File: src/rtl/load_store_queue_pkg.sv
// Shared types for the load/store queue: opcodes, FSM states, the queue entry
// layout and the CDB operand-capture rule used by every slot.
package load_store_queue_pkg;

  localparam int LSQ_TAG_WIDTH  = 6;
  localparam int LSQ_DATA_WIDTH = 32;

  localparam logic [1:0] LS_OP_NONE  = 2'b00;
  localparam logic [1:0] LS_OP_LOAD  = 2'b01;
  localparam logic [1:0] LS_OP_STORE = 2'b10;

  localparam logic [LSQ_TAG_WIDTH-1:0] TAG_READY = '0;

  typedef enum logic {
    ST_IDLE      = 1'b0,
    ST_LOAD_WAIT = 1'b1
  } lsq_state_t;

  typedef struct packed {
    logic                      valid;
    logic [1:0]                op;
    logic [LSQ_TAG_WIDTH-1:0]  tag;
    logic [LSQ_DATA_WIDTH-1:0] base;
    logic [LSQ_TAG_WIDTH-1:0]  base_tag;
    logic [LSQ_DATA_WIDTH-1:0] sdata;
    logic [LSQ_TAG_WIDTH-1:0]  sdata_tag;
    logic [LSQ_DATA_WIDTH-1:0] imm;
  } lsq_entry_t;

  localparam int ENTRY_W = $bits(lsq_entry_t);

  // A live broadcast replaces any operand still waiting on that producer tag.
  function automatic lsq_entry_t cdb_capture(
    input lsq_entry_t                e,
    input logic                      live,
    input logic [LSQ_TAG_WIDTH-1:0]  tag,
    input logic [LSQ_DATA_WIDTH-1:0] data
  );
    lsq_entry_t r;
    r = e;
    if (live && (e.base_tag == tag)) begin
      r.base     = data;
      r.base_tag = TAG_READY;
    end
    if (live && (e.sdata_tag == tag)) begin
      r.sdata     = data;
      r.sdata_tag = TAG_READY;
    end
    return r;
  endfunction

  // Stores additionally need their data operand before they may go to memory.
  function automatic logic entry_issuable(input lsq_entry_t e);
    return e.valid && (e.base_tag == TAG_READY) &&
           ((e.op != LS_OP_STORE) || (e.sdata_tag == TAG_READY));
  endfunction

endpackage

File: src/rtl/load_store_queue_entry.sv
// One queue slot: holds a dispatched memory op and snoops the CDB so that
// pending base/store-data operands fill in while the op waits.
module lsq_entry
  import load_store_queue_pkg::*;
(
  input  logic                      clk,
  input  logic                      rst,
  input  logic                      i_wr,
  input  logic [ENTRY_W-1:0]        i_wr_entry,
  input  logic                      i_clr,
  input  logic                      i_cdb_valid,
  input  logic [LSQ_TAG_WIDTH-1:0]  i_cdb_tag,
  input  logic [LSQ_DATA_WIDTH-1:0] i_cdb_data,
  output logic [ENTRY_W-1:0]        o_entry
);

  lsq_entry_t r_entry;
  lsq_entry_t w_wr_captured;
  lsq_entry_t w_snooped;
  logic       w_cdb_live;

  // Tag 0 means "value present", so a zero-tag broadcast must never match.
  assign w_cdb_live = i_cdb_valid && (i_cdb_tag != TAG_READY);

  always_comb begin
    w_wr_captured = cdb_capture(lsq_entry_t'(i_wr_entry), w_cdb_live, i_cdb_tag, i_cdb_data);
    w_snooped     = cdb_capture(r_entry, w_cdb_live, i_cdb_tag, i_cdb_data);
  end

  // Write and clear never target the same slot: that needs head==tail with
  // the queue both non-empty and not full.
  always_ff @(posedge clk) begin
    if (rst) begin
      r_entry <= '0;
    end else if (i_wr) begin
      r_entry <= w_wr_captured;
    end else if (i_clr) begin
      r_entry.valid <= 1'b0;
    end else if (r_entry.valid) begin
      r_entry <= w_snooped;
    end
  end

  assign o_entry = r_entry;

endmodule

File: src/rtl/load_store_queue.sv
// In-order load/store queue feeding Data_Memory: dispatched ops wait for
// operands, then the head issues via the LS_ready/LS_done handshake.
module load_store_queue
  import load_store_queue_pkg::*;
#(
  parameter int DEPTH      = 4,
  parameter int TAG_WIDTH  = LSQ_TAG_WIDTH,
  parameter int DATA_WIDTH = LSQ_DATA_WIDTH
) (
  input  logic                  clk,
  input  logic                  rst,
  input  logic                  disp_valid,
  output logic                  disp_ready,
  input  logic [1:0]            disp_opcode,
  input  logic [TAG_WIDTH-1:0]  disp_tag,
  input  logic [DATA_WIDTH-1:0] disp_base_val,
  input  logic [TAG_WIDTH-1:0]  disp_base_tag,
  input  logic [DATA_WIDTH-1:0] disp_sdata_val,
  input  logic [TAG_WIDTH-1:0]  disp_sdata_tag,
  input  logic [DATA_WIDTH-1:0] disp_imm,
  input  logic                  cdb_valid,
  input  logic [TAG_WIDTH-1:0]  cdb_tag,
  input  logic [DATA_WIDTH-1:0] cdb_data,
  output logic [1:0]            mem_opcode,
  output logic [DATA_WIDTH-1:0] mem_address,
  output logic [DATA_WIDTH-1:0] mem_data,
  output logic [TAG_WIDTH-1:0]  mem_tag,
  output logic                  mem_ls_ready,
  output logic                  mem_ls_done,
  input  logic                  mem_ls_ready_back,
  input  logic                  mem_done
);

  localparam int PTR_W = (DEPTH > 1) ? $clog2(DEPTH) : 1;
  localparam int CNT_W = PTR_W + 1;
  localparam logic [CNT_W-1:0] FULL_COUNT = CNT_W'(DEPTH);

  logic [PTR_W-1:0] r_head;
  logic [PTR_W-1:0] r_tail;
  logic [CNT_W-1:0] r_count;
  lsq_state_t       r_state;
  lsq_state_t       w_state_next;

  lsq_entry_t         w_dispatch_entry;
  logic [ENTRY_W-1:0] w_slot_flat [DEPTH];
  lsq_entry_t         w_head;
  logic               w_head_ready;
  logic               w_push;
  logic               w_pop;
  logic               w_ls_ready;
  logic               w_ls_done;

  assign disp_ready = (r_count != FULL_COUNT);
  assign w_push     = disp_valid && disp_ready &&
                      ((disp_opcode == LS_OP_LOAD) || (disp_opcode == LS_OP_STORE));

  always_comb begin
    w_dispatch_entry           = '0;
    w_dispatch_entry.valid     = 1'b1;
    w_dispatch_entry.op        = disp_opcode;
    w_dispatch_entry.tag       = disp_tag;
    w_dispatch_entry.base      = disp_base_val;
    w_dispatch_entry.base_tag  = disp_base_tag;
    w_dispatch_entry.sdata     = disp_sdata_val;
    w_dispatch_entry.sdata_tag = disp_sdata_tag;
    w_dispatch_entry.imm       = disp_imm;
  end

  generate
    for (genvar gi = 0; gi < DEPTH; gi++) begin : g_slot
      lsq_entry u_slot (
        .clk         (clk),
        .rst         (rst),
        .i_wr        (w_push && (r_tail == PTR_W'(gi))),
        .i_wr_entry  (w_dispatch_entry),
        .i_clr       (w_pop && (r_head == PTR_W'(gi))),
        .i_cdb_valid (cdb_valid),
        .i_cdb_tag   (cdb_tag),
        .i_cdb_data  (cdb_data),
        .o_entry     (w_slot_flat[gi])
      );
    end
  endgenerate

  assign w_head       = lsq_entry_t'(w_slot_flat[r_head]);
  assign w_head_ready = entry_issuable(w_head);

  // Stores complete in one cycle on mem_done; loads take a second cycle with
  // LS_done raised so Data_Memory presents its registered read data.
  always_comb begin
    w_ls_ready   = 1'b0;
    w_ls_done    = 1'b0;
    w_pop        = 1'b0;
    w_state_next = r_state;
    case (r_state)
      ST_IDLE: begin
        if (w_head_ready) begin
          w_ls_ready = 1'b1;
          if (w_head.op == LS_OP_STORE) begin
            w_pop = mem_done;
          end else if (mem_ls_ready_back) begin
            w_state_next = ST_LOAD_WAIT;
          end
        end
      end
      ST_LOAD_WAIT: begin
        w_ls_ready   = 1'b1;
        w_ls_done    = 1'b1;
        w_pop        = 1'b1;
        w_state_next = ST_IDLE;
      end
      default: w_state_next = ST_IDLE;
    endcase
  end

  always_ff @(posedge clk) begin
    if (rst) begin
      r_head  <= '0;
      r_tail  <= '0;
      r_count <= '0;
      r_state <= ST_IDLE;
    end else begin
      r_state <= w_state_next;
      if (w_push) r_tail <= r_tail + PTR_W'(1);
      if (w_pop)  r_head <= r_head + PTR_W'(1);
      case ({w_push, w_pop})
        2'b10:   r_count <= r_count + CNT_W'(1);
        2'b01:   r_count <= r_count - CNT_W'(1);
        default: r_count <= r_count;
      endcase
    end
  end

  assign mem_ls_ready = w_ls_ready;
  assign mem_ls_done  = w_ls_done;
  assign mem_opcode   = w_ls_ready ? w_head.op : LS_OP_NONE;
  assign mem_address  = w_ls_ready ? (w_head.base + w_head.imm) : '0;
  assign mem_data     = w_ls_ready ? w_head.sdata : '0;
  assign mem_tag      = w_ls_ready ? w_head.tag : '0;

endmodule

File: config.mk
export PLATFORM = sky130hd
export DESIGN_NAME = load_store_queue
export DESIGN_NICKNAME = d
export VERILOG_FILES = /design/src/rtl/load_store_queue_pkg.sv /design/src/rtl/load_store_queue_entry.sv /design/src/rtl/load_store_queue.sv
export SDC_FILE = /design/constraint.sdc
export NUM_CORES = 1
export LEC_CHECK = 0
export CORE_AREA = 4 4 257 259
export DETAILED_ROUTE_END_ITERATION = 10
export DIE_AREA = 0 0 261 263
export PLACE_DENSITY_LB_ADDON = 0.05
export SLEW_MARGIN = 20
export SYNTH_ARGS = -nofsm -noshare
export SYNTH_HDL_FRONTEND = slang
export SYNTH_HIERARCHICAL = 1
export SYNTH_SLANG_ARGS = --single-unit
File: constraint.sdc
create_clock -name clk -period 6.56 [get_ports clk]
set_input_delay 1.64 -clock clk [delete_from_list [all_inputs] [get_ports clk]]
set_output_delay 1.64 -clock clk [all_outputs]
set_load 0.05 [all_outputs]
Word level (Yosys, flattened, before mapping)
Index checks and enable logic that the tools add are counted.
- register bits: 476
- input port bits: 160
- word-level logic and storage cells: 166
- $add $sub $neg: 5
- $lt $le $gt $ge: 1
- eq/ne operators: 27
- mux-type cells: 44
- bitwise operators: 2
- reductions and logical operators: 51
- operators with widths (cell ; number):
    two-way mux 117 bit ; 10
    two-way mux 116 bit ; 4
    two-way mux 38 bit ; 10
    binary-select mux 117 bit (select 2 bit) ; 1
    two-way mux 32 bit ; 2
    equality test 6 bit ; 10
    adder 32 bit ; 1
    nonzero test 2 bit ; 13
    AND reduction 3 bit ; 8
    logical AND 1 bit ; 23
    equality test 2 bit, second input constant ; 7
    zero test 6 bit ; 2
    two-way mux 1 bit ; 11
    equality test 2 x 1 -> 1 bit, second input constant ; 4
    != test 2 x 1 -> 1 bit, second input constant ; 4
    two-way mux 6 bit ; 1
    case mux 1 bit (2 select lines) ; 3
    case mux 3 bit (2 select lines) ; 1
    nonzero test 6 bit ; 1
    adder 2 x 1 -> 2 bit, second input constant ; 2
    zero test 2 bit ; 2
    adder 3 x 1 -> 3 bit, second input constant ; 1
    >= comparator 3 bit, second input constant ; 1
    != test 3 bit, second input constant ; 1
    6 further kinds ; 7

Logic depth before layout (Yosys ltp)
Gate-level depths: netlist (run 1).
- depth after elaboration: 12
- mapped depth: 14

Cells and area by module
The synthesis (run 1) kept the hierarchy.
- modules (own cells, without submodules) (module ; times used ; cells each ; area each (µm²) ; seq. area each (µm²)):
    lsq_entry ; 4 ; 667 ; 5756.8 ; 2342.2
    load_store_queue ; 1 ; 550 ; 5406.4 ; 160.2

Least setup slack after synthesis (run 1)
Ideal clock, no wire load.
- kind: flip-flop to output port
- start: register r_head[0]
- end: output mem_address[27]
- arrival time: 4394 ps
- data required time: 4920 ps
- slack: 526 ps
- stages on the path, launching flop included: 13
- path through: dfxtp_1 -> buf_2 -> buf_2 -> buf_2 -> mux4_2 -> ha_1 -> buf_2 -> a21oi_1 -> o21ai_1 -> a311o_1 -> a21oi_1 -> a21bo_2 -> a311oi_1
- cells in the longest elaborated chain, start to end: 10
- elaborated cells on any way between the ends: 14
- those cells by class: add/sub: 1; eq/ne: 1; mux: 6; bitwise: 1; reduce/logical: 5
- RTL lines (what ; RTL line ; source):
    from (decl) ; load_store_queue.sv:38 ; logic [PTR_W-1:0] r_head;
    from (signal assigned) ; load_store_queue.sv:125 ; if (w_pop) r_head <= r_head + PTR_W'(1);
    inverter 2 -> 3 bit (not written as such) * ; load_store_queue.sv:85 ; assign w_head = lsq_entry_t'(w_slot_flat[r_head]);
    binary-select mux 117 bit (select 2 bit) * ; load_store_queue.sv:85 ;
    two-way mux 117 bit (not written as such) * (2 in a row) ; load_store_queue.sv:85 ;
    parallel branches: the longest is 5 deep, another holds adder 32 bit ; -- ;
    two-way mux 32 bit * ; load_store_queue.sv:137 ; assign mem_address = w_ls_ready ? (w_head.base + w_head.imm) : '0;
    to (decl) ; load_store_queue.sv:25 ; output logic [DATA_WIDTH-1:0] mem_address,
Mark *: on every way between the ends. The select of a mux whose other input is x is not followed.

Worst setup path after layout (run 1)
Same ends and word-level chain as after synthesis.

==> results of run 1 <==
## flip-flops by register name (all words and copies together) (netlist names)
name / count
r_tail: 2
r_count: 3
r_head: 2
g_slot.u_slot/o_entry: 468
r_state: 1
## worst paths after layout
path / from / endpoint / slack (ps) / cells past startpoint
worst max-delay path: r_head[0]$_SDFFE_PP0P_ / mem_address[27] / 380 / 10
worst min-delay path: g_slot[2].u_slot/o_entry[62]$_SDFFE_PP0P_ / g_slot[2].u_slot/o_entry[62]$_SDFFE_PP0P_ / 480 / 2
worst max register to register: r_head[1]$_SDFFE_PP0P_ / g_slot[1].u_slot/o_entry[97]$_SDFFE_PP0P_ / 2140 / 13
worst min register to register: g_slot[2].u_slot/o_entry[62]$_SDFFE_PP0P_ / g_slot[2].u_slot/o_entry[62]$_SDFFE_PP0P_ / 480 / 2
## kinds of logic (layout without fill, tap and decap cells)
group           Yosys count  after routing  share of synthesized area
simple gates           1416           1416                      0.235
flops                   476            476                      0.335
compound gates          422            422                      0.122
mux                     395            395                      0.198
buf+inv                 339            417                     0.0518
xor+xnor                127            127                     0.0391
fa+ha+maj                42             42                     0.0190
other cells               1              7                   0.000132
## stage by stage
stage,cells,worst slack [ps],hold WS (ps)
finish,4157,376,481
global route,4157,177,506
CTS,4145,139,487
detailed placement,4042,574,473
global placement,4042,626,461
floorplan,3221,526,450
## per-layer routing
layer	vias up	global-route usage	wire, µm	share of wire
li1	11800	-	-	-
met1	12900	0.423	46600	0.43
met2	1363	0.480	49400	0.46
met3	243	0.0480	8820	0.081
met4	0	0.106	3570	0.033
met5	-	0	0	0
## power by group through the flow
stage,registers (µW),logic [µW],clock network (µW)
after CTS,3020,873,3300
after detailed placement,3080,867,0
after floorplan,3060,502,0
final,3020,888,3250
after global routing,3030,946,3430
after global placement,3080,857,0
## cell type report
class / instances / area, µm² / share of cell area
Multi-Input combinational cell: 2406 / 17600 / 0.528
Sequential cell: 476 / 9540 / 0.287
Timing Repair Buffer: 301 / 3120 / 0.0939
Clock buffer: 78 / 1650 / 0.0495
Tap cell: 855 / 1070 / 0.0322
Clock inverter: 24 / 259 / 0.00779
Inverter: 14 / 52.6 / 0.00158
Antenna cell: 3 / 7.51 / 0.000226
## worst max-delay path, cell delays in order (launching register included)
cell and delay (ps):
dfxtp_4 500, buf_4 340, mux4_2 580, ha_1 420
a21oi_1 300, o21ai_1 160, a311o_1 420, a21oi_1 150
a21bo_2 290, a311oi_1 570, buf_12 210
## timing repair
action                                 CTS  global route
setup endpoints to repair                1             3
resized for setup                        0             1
endpoints found under the hold margin    0             0
hold buffers                             0             0
buffers inserted                         1             8
## cell usage in the layout, fill, tap and decap left out, types with 6 or more instances in the layout
cell type and count:
nor4_1 24, clkbuf_8 14, nand3_1 547, and2_1 7, nor3_1 19, buf_12 22
xnor2_1 30, buf_4 59, mux2_2 72, o2111ai_1 129, mux2i_1 163, o211ai_1 72
nand2_1 411, inv_1 13, xor2_1 97, nand4_1 15, a211oi_1 6, nor2b_1 50
o21ai_0 15, dfxtp_1 474, mux4_2 104, clkinv_2 15, mux2_4 56, nor2_1 220
nand3b_1 72, clkbuf_16 57, a21oi_1 87, ha_1 40, a21o_1 12, and3_1 10
clkbuf_1 7, clkdlybuf4s50_1 217, o211ai_2 56
==> key figures, run 1 <==
Setup path
  – WS Path Type: reg2out
  – CP endpoint kind: output pin
  – Startpoint types: flop
  – Worst-path maximum fanout: 12
  – WP data arrival: 4540 ps
  – CP Data Required Time: 4920 ps

Synthesis
  – Mean Syn Cell Area: 8.84 µm²
  – Leading cell type by number of instances after synthesis: nand3_1
  – Synth warn: 6
  – Synth Flop Type: dfxtp_1
  – Yosys cell types: 69
  – Register area share after synthesis: 0.335
  – Seq cells post-synth: 476
  – Synth area leaders: dfxtp_1, nand3_1, mux4_2
  – Post-synth top area share: 0.335
  – Synthesized cell area: 28400 µm²
  – Mapped Cells: 3218
  – Number of synthesized flops with an enable pin: 0
  – Post-synth top area cell: dfxtp_1
  – Post-synth ARST share: 0
  – Top cells by count, synth: nand3_1, dfxtp_1, nand2_1

Drt
  – WL per Instance: 26.1 µm
  – # DRC: 0
  – Final WL: 108000 µm
  – Vias/cell: 6.32
  – Pre-antenna DRT Iters: 5
  – DRT iter0 DRCs: 2507
  – Routed via count: 26300
  – Final ANT Viol Nets: 0

Pwr
  – Clk pwr share: 0.454
  – Cell internal pwr: 5260 µW
  – LEAKAGE: 0.0108 µW
  – Comb pwr share: 0.124
  – Power Total: 7160 µW
  – Net Sw Frac: 0.265
  – NetSw: 1900 µW
  – Sequential power share: 0.422
  – Maximum vdd drop: 0.162 mV
  – PD cells: 215 nW/µm²

Timing
  – Final setup violation count: 0
  – Clock skew: 22.6 ps
  – Tmin final: 6180 ps
  – Unrepaired setup endpoints after global routing: false
  – Final period utilization: 0.943
  – Post-Route Setup TNS: 0 ps
  – Final hold vios: 0
  – Slew margin rel.: 0.222
  – Fmax: 162 MHz
  – Worst slew pin tran: 1170 ps
  – Slew Limit Fails: 0

Die
  – FP Rows: 93
  – Initial core utilization: 0.445
  – Die W: 261 µm
  – I/O Pins: 235
  – Die H: 263 µm
  – Die area: 68600 µm²
  – Core area: 63900 µm²

Flow run
  – Max cap viols: 0

CTS
  – H-tree depth: 2
  – Clock slew at reported path FFs: 60 ps
  – Cts bufs inserted: 54
  – Root Driver: clkbuf_16
  – Max Buffers Root-to-Sink: 3
  – Skew-Pair Late Insertion Delay: 620 ps
  – CTS tree: done
  – Clock sink total: 476

Place
  – Dpl cell area: 31200 µm²
  – Detailed Place HPWL: 65700 µm
  – Buffers on Ports: 234
  – Routability congestion estimate from global placement: 0.865

Global route
  – Number of global-route vias before repair: 26000
  – Grt ovf: 0
  – Largest net degree at the start of global routing: 105
  – Initial antenna violation count: 4
  – First-pass GRT wire length: 163000 µm
  – Total global-route track usage: 0.304

Hold path
  – Hold WC Path Type: reg2reg

Run status
  – Status: complete, no violations

Cells and area
  – Final core occ: 0.521
  – Fill cell count: 5786
  – Layout cells sized above 1: 0.155
  – Area Growth Syn to Fin: 17.0%
  – Nets: 3455
  – Cell area after layout: 33300 µm²
Note: power is estimated with default switching activity, not from simulation.
==> run 2: changes to the inputs <==
--- a/config.mk
+++ b/config.mk
@@ -5,9 +5,9 @@
 export SDC_FILE = /design/constraint.sdc
 export NUM_CORES = 1
 export LEC_CHECK = 0
-export CORE_AREA = 4 4 257 259
+export CORE_AREA = 4 4 272 274
 export DETAILED_ROUTE_END_ITERATION = 10
-export DIE_AREA = 0 0 261 263
+export DIE_AREA = 0 0 276 278
 export PLACE_DENSITY_LB_ADDON = 0.05
 export SLEW_MARGIN = 20
 export SYNTH_ARGS = -nofsm -noshare
==> run 2 against run 1 <==
Against the previous run:
- flip-flop and latch count stayed put
- power is 1.3% lower
- combinational power is 0.7% higher
- critical path depth is 1 higher
- sequential share of layout area is 0.067 points higher
- via count is 0.56% lower
- die area is 12% higher
- non-clock buffer count is 5 lower
- routed wire length is 5.1% higher
- final cell count is 2.2% higher
- critical path type unchanged
- critical endpoint is now mem_address[18]
- largest power group unchanged
- highest routed layer is now met5
==> key figures, run 2 (synthesis results as in run 1) <==
Pwr
  – Cell internal pwr: 5170 µW
  – Power Total: 7070 µW
  – PD cells: 213 nW/µm²
  – Comb pwr share: 0.126
  – Maximum vdd drop: 0.215 mV
  – LEAKAGE: 0.0107 µW
  – Sequential power share: 0.429
  – Clk pwr share: 0.445
  – Net Sw Frac: 0.268
  – NetSw: 1890 µW

Run status
  – Status: complete, no violations

Die
  – I/O Pins: 235
  – Die W: 276 µm
  – Initial core utilization: 0.398
  – Core area: 71400 µm²
  – Die H: 278 µm
  – Die area: 76700 µm²
  – FP Rows: 98

Cells and area
  – Area Growth Syn to Fin: 16.7%
  – Final Non-Filler Cells: 4247
  – Layout cells sized above 1: 0.152
  – Nets: 3452
  – Fill cell count: 6768
  – Largest register FFs: 468
  – Multi-input gate area: 17600 µm²
  – Register Area: 9540 µm²
  – Most frequent cells in the layout: nand3_1, dfxtp_1, nand2_1
  – Commonest non-fill, non-tap cell in the layout: nand3_1

CTS
  – Post-CTS Hold Buffers: 0
  – Cts bufs inserted: 56
  – Max Buffers Root-to-Sink: 3
  – CTS tree: done
  – Clock slew at reported path FFs: 60 ps
  – Skew-Pair Late Insertion Delay: 610 ps
  – Root Driver: clkbuf_16
  – Clock sink total: 476
  – H-tree depth: 2

Global route
  – First-pass GRT wire length: 170000 µm
  – Grt ovf: 0
  – Largest net degree at the start of global routing: 117
  – Number of global-route vias before repair: 25600
  – Total global-route track usage: 0.283
  – Initial antenna violation count: 3

Setup path
  – CP Cell Sequence: buf_4 > mux4_2 > ha_1 > nand4_1 > nor4_1 > a21bo_2 > and2_1 > a31oi_1 > xnor2_1 > and2_1 > clkdlybuf4s50_1
  – Startpoint types: flop
  – Worst-path maximum fanout: 38
  – CP Data Required Time: 4920 ps
  – Flop-to-flop setup slack: 1970 ps
  – Largest stage delay, worst path: 800 ps
  – RR Endpoint: g_slot[3].u_slot/o_entry[103]$_SDFFE_PP0P_
  – Reg2reg start: r_head[0]$_SDFFE_PP0P_
  – WS Path Type: reg2out
  – CP endpoint kind: output pin
  – Crit path top cell by count: and2_1
  – R2R depth: 13
  – WP data arrival: 4690 ps
  – Crit-path slowest cell: clkdlybuf4s50_1

Place
  – Dpl cells: 4141
  – Buffers on Ports: 234
  – Routability congestion estimate from global placement: 0.889
  – Pre-CTS WS: 731 ps
  – Detailed Place HPWL: 70900 µm

Drt
  – Vias/cell: 6.15
  – Pre-antenna DRT Iters: 6
  – Routed via count: 26100
  – WL per Instance: 26.8 µm
  – # DRC: 0
  – Final WL: 114000 µm
  – Final ANT Viol Nets: 0
  – DRT iter0 DRCs: 2703

Timing
  – Tmin final: 6330 ps
  – Final setup violation count: 0
  – Worst slew pin tran: 1120 ps
  – Slew Limit Fails: 0
  – Fmax: 158 MHz
  – Post-Route Setup TNS: 0 ps
  – Slew margin rel.: 0.254
  – Unrepaired setup endpoints after global routing: false
  – Clock skew: 22.8 ps
  – Final period utilization: 0.964
  – Final hold vios: 0
  – Final WS setup: 233 ps

Flow run
  – Max cap viols: 0

Hold path
  – Worst Hold End: g_slot[2].u_slot/o_entry[61]$_SDFFE_PP0P_
  – Hold WC Path Type: reg2reg
  – Hold_sp: g_slot[2].u_slot/o_entry[61]$_SDFFE_PP0P_
  – Hold path depth: 2
[run 2: worst max-delay path, delay by kind of cell (launching register included)]
kind | cells | cell delay (ps)
flip-flops | 1 | 710
AND/OR/NAND/NOR | 4 | 800
multiplexers | 1 | 350
adder cells (fa/ha/maj) | 1 | 400
buffers and inverters | 2 | 1130
AO/OA/AOI/OAI | 2 | 470
XOR/XNOR | 1 | 210
[run 2: power groups by stage]
stage	logic, µW	registers, µW	clock network, µW
global placement	870	3090	0
detailed placement	880	3090	0
finish	894	3030	3140
floorplan	502	3060	0
CTS	885	3030	3210
global route	951	3030	3320
[run 2: metrics by stage]
step | util | cell area (µm²) | hold WS [ps]
5_1_grt | 0.465 | 33200 | 506
6_report | 0.465 | 33200 | 489
3_5_place_dp | 0.439 | 31300 | 474
3_3_place_gp | 0.439 | 31300 | 460
4_1_cts | 0.464 | 33100 | 491
2_1_floorplan | - | 28400 | 450
[run 2: cell type report]
| cell class | count | share of cell area |
|---|---|---|
| antenna | 2 | 0.000151 |
| clock buffer | 88 | 0.0516 |
| clock inverter | 15 | 0.00385 |
| inverter | 14 | 0.00158 |
| multi-input combinational | 2406 | 0.530 |
| sequential | 476 | 0.287 |
| tap | 950 | 0.0358 |
| timing repair buffer | 296 | 0.0894 |
[run 2: repair_timing]
item,4_1_cts,5_1_grt
buffers inserted,0,1
setup endpoints to repair,0,6
resized for setup,0,2
[run 2: worst max path at each step]
stage                                 from               to  slack (ps)  depth (start not counted)
floorplan           r_head[0]$_SDFFE_PP0P_  mem_address[27]         530                         12
global placement    r_head[0]$_SDFFE_PP0P_  mem_address[18]         820                         11
detailed placement  r_head[0]$_SDFFE_PP0P_  mem_address[29]         730                         11
CTS                 r_head[0]$_SDFFE_PP0P_  mem_address[29]          70                         11
global route        r_head[1]$_SDFFE_PP0P_  mem_address[18]          20                         11
finish              r_head[1]$_SDFFE_PP0P_  mem_address[18]         230                         11
[run 2: metal layers]
layer | GRT usage | up-vias | part of all wire
met5 | 0 | - | 0.00011
met4 | 0.0894 | 2 | 0.032
met3 | 0.0463 | 219 | 0.074
met2 | 0.451 | 1159 | 0.45
met1 | 0.396 | 12900 | 0.44
li1 | - | 11800 | -
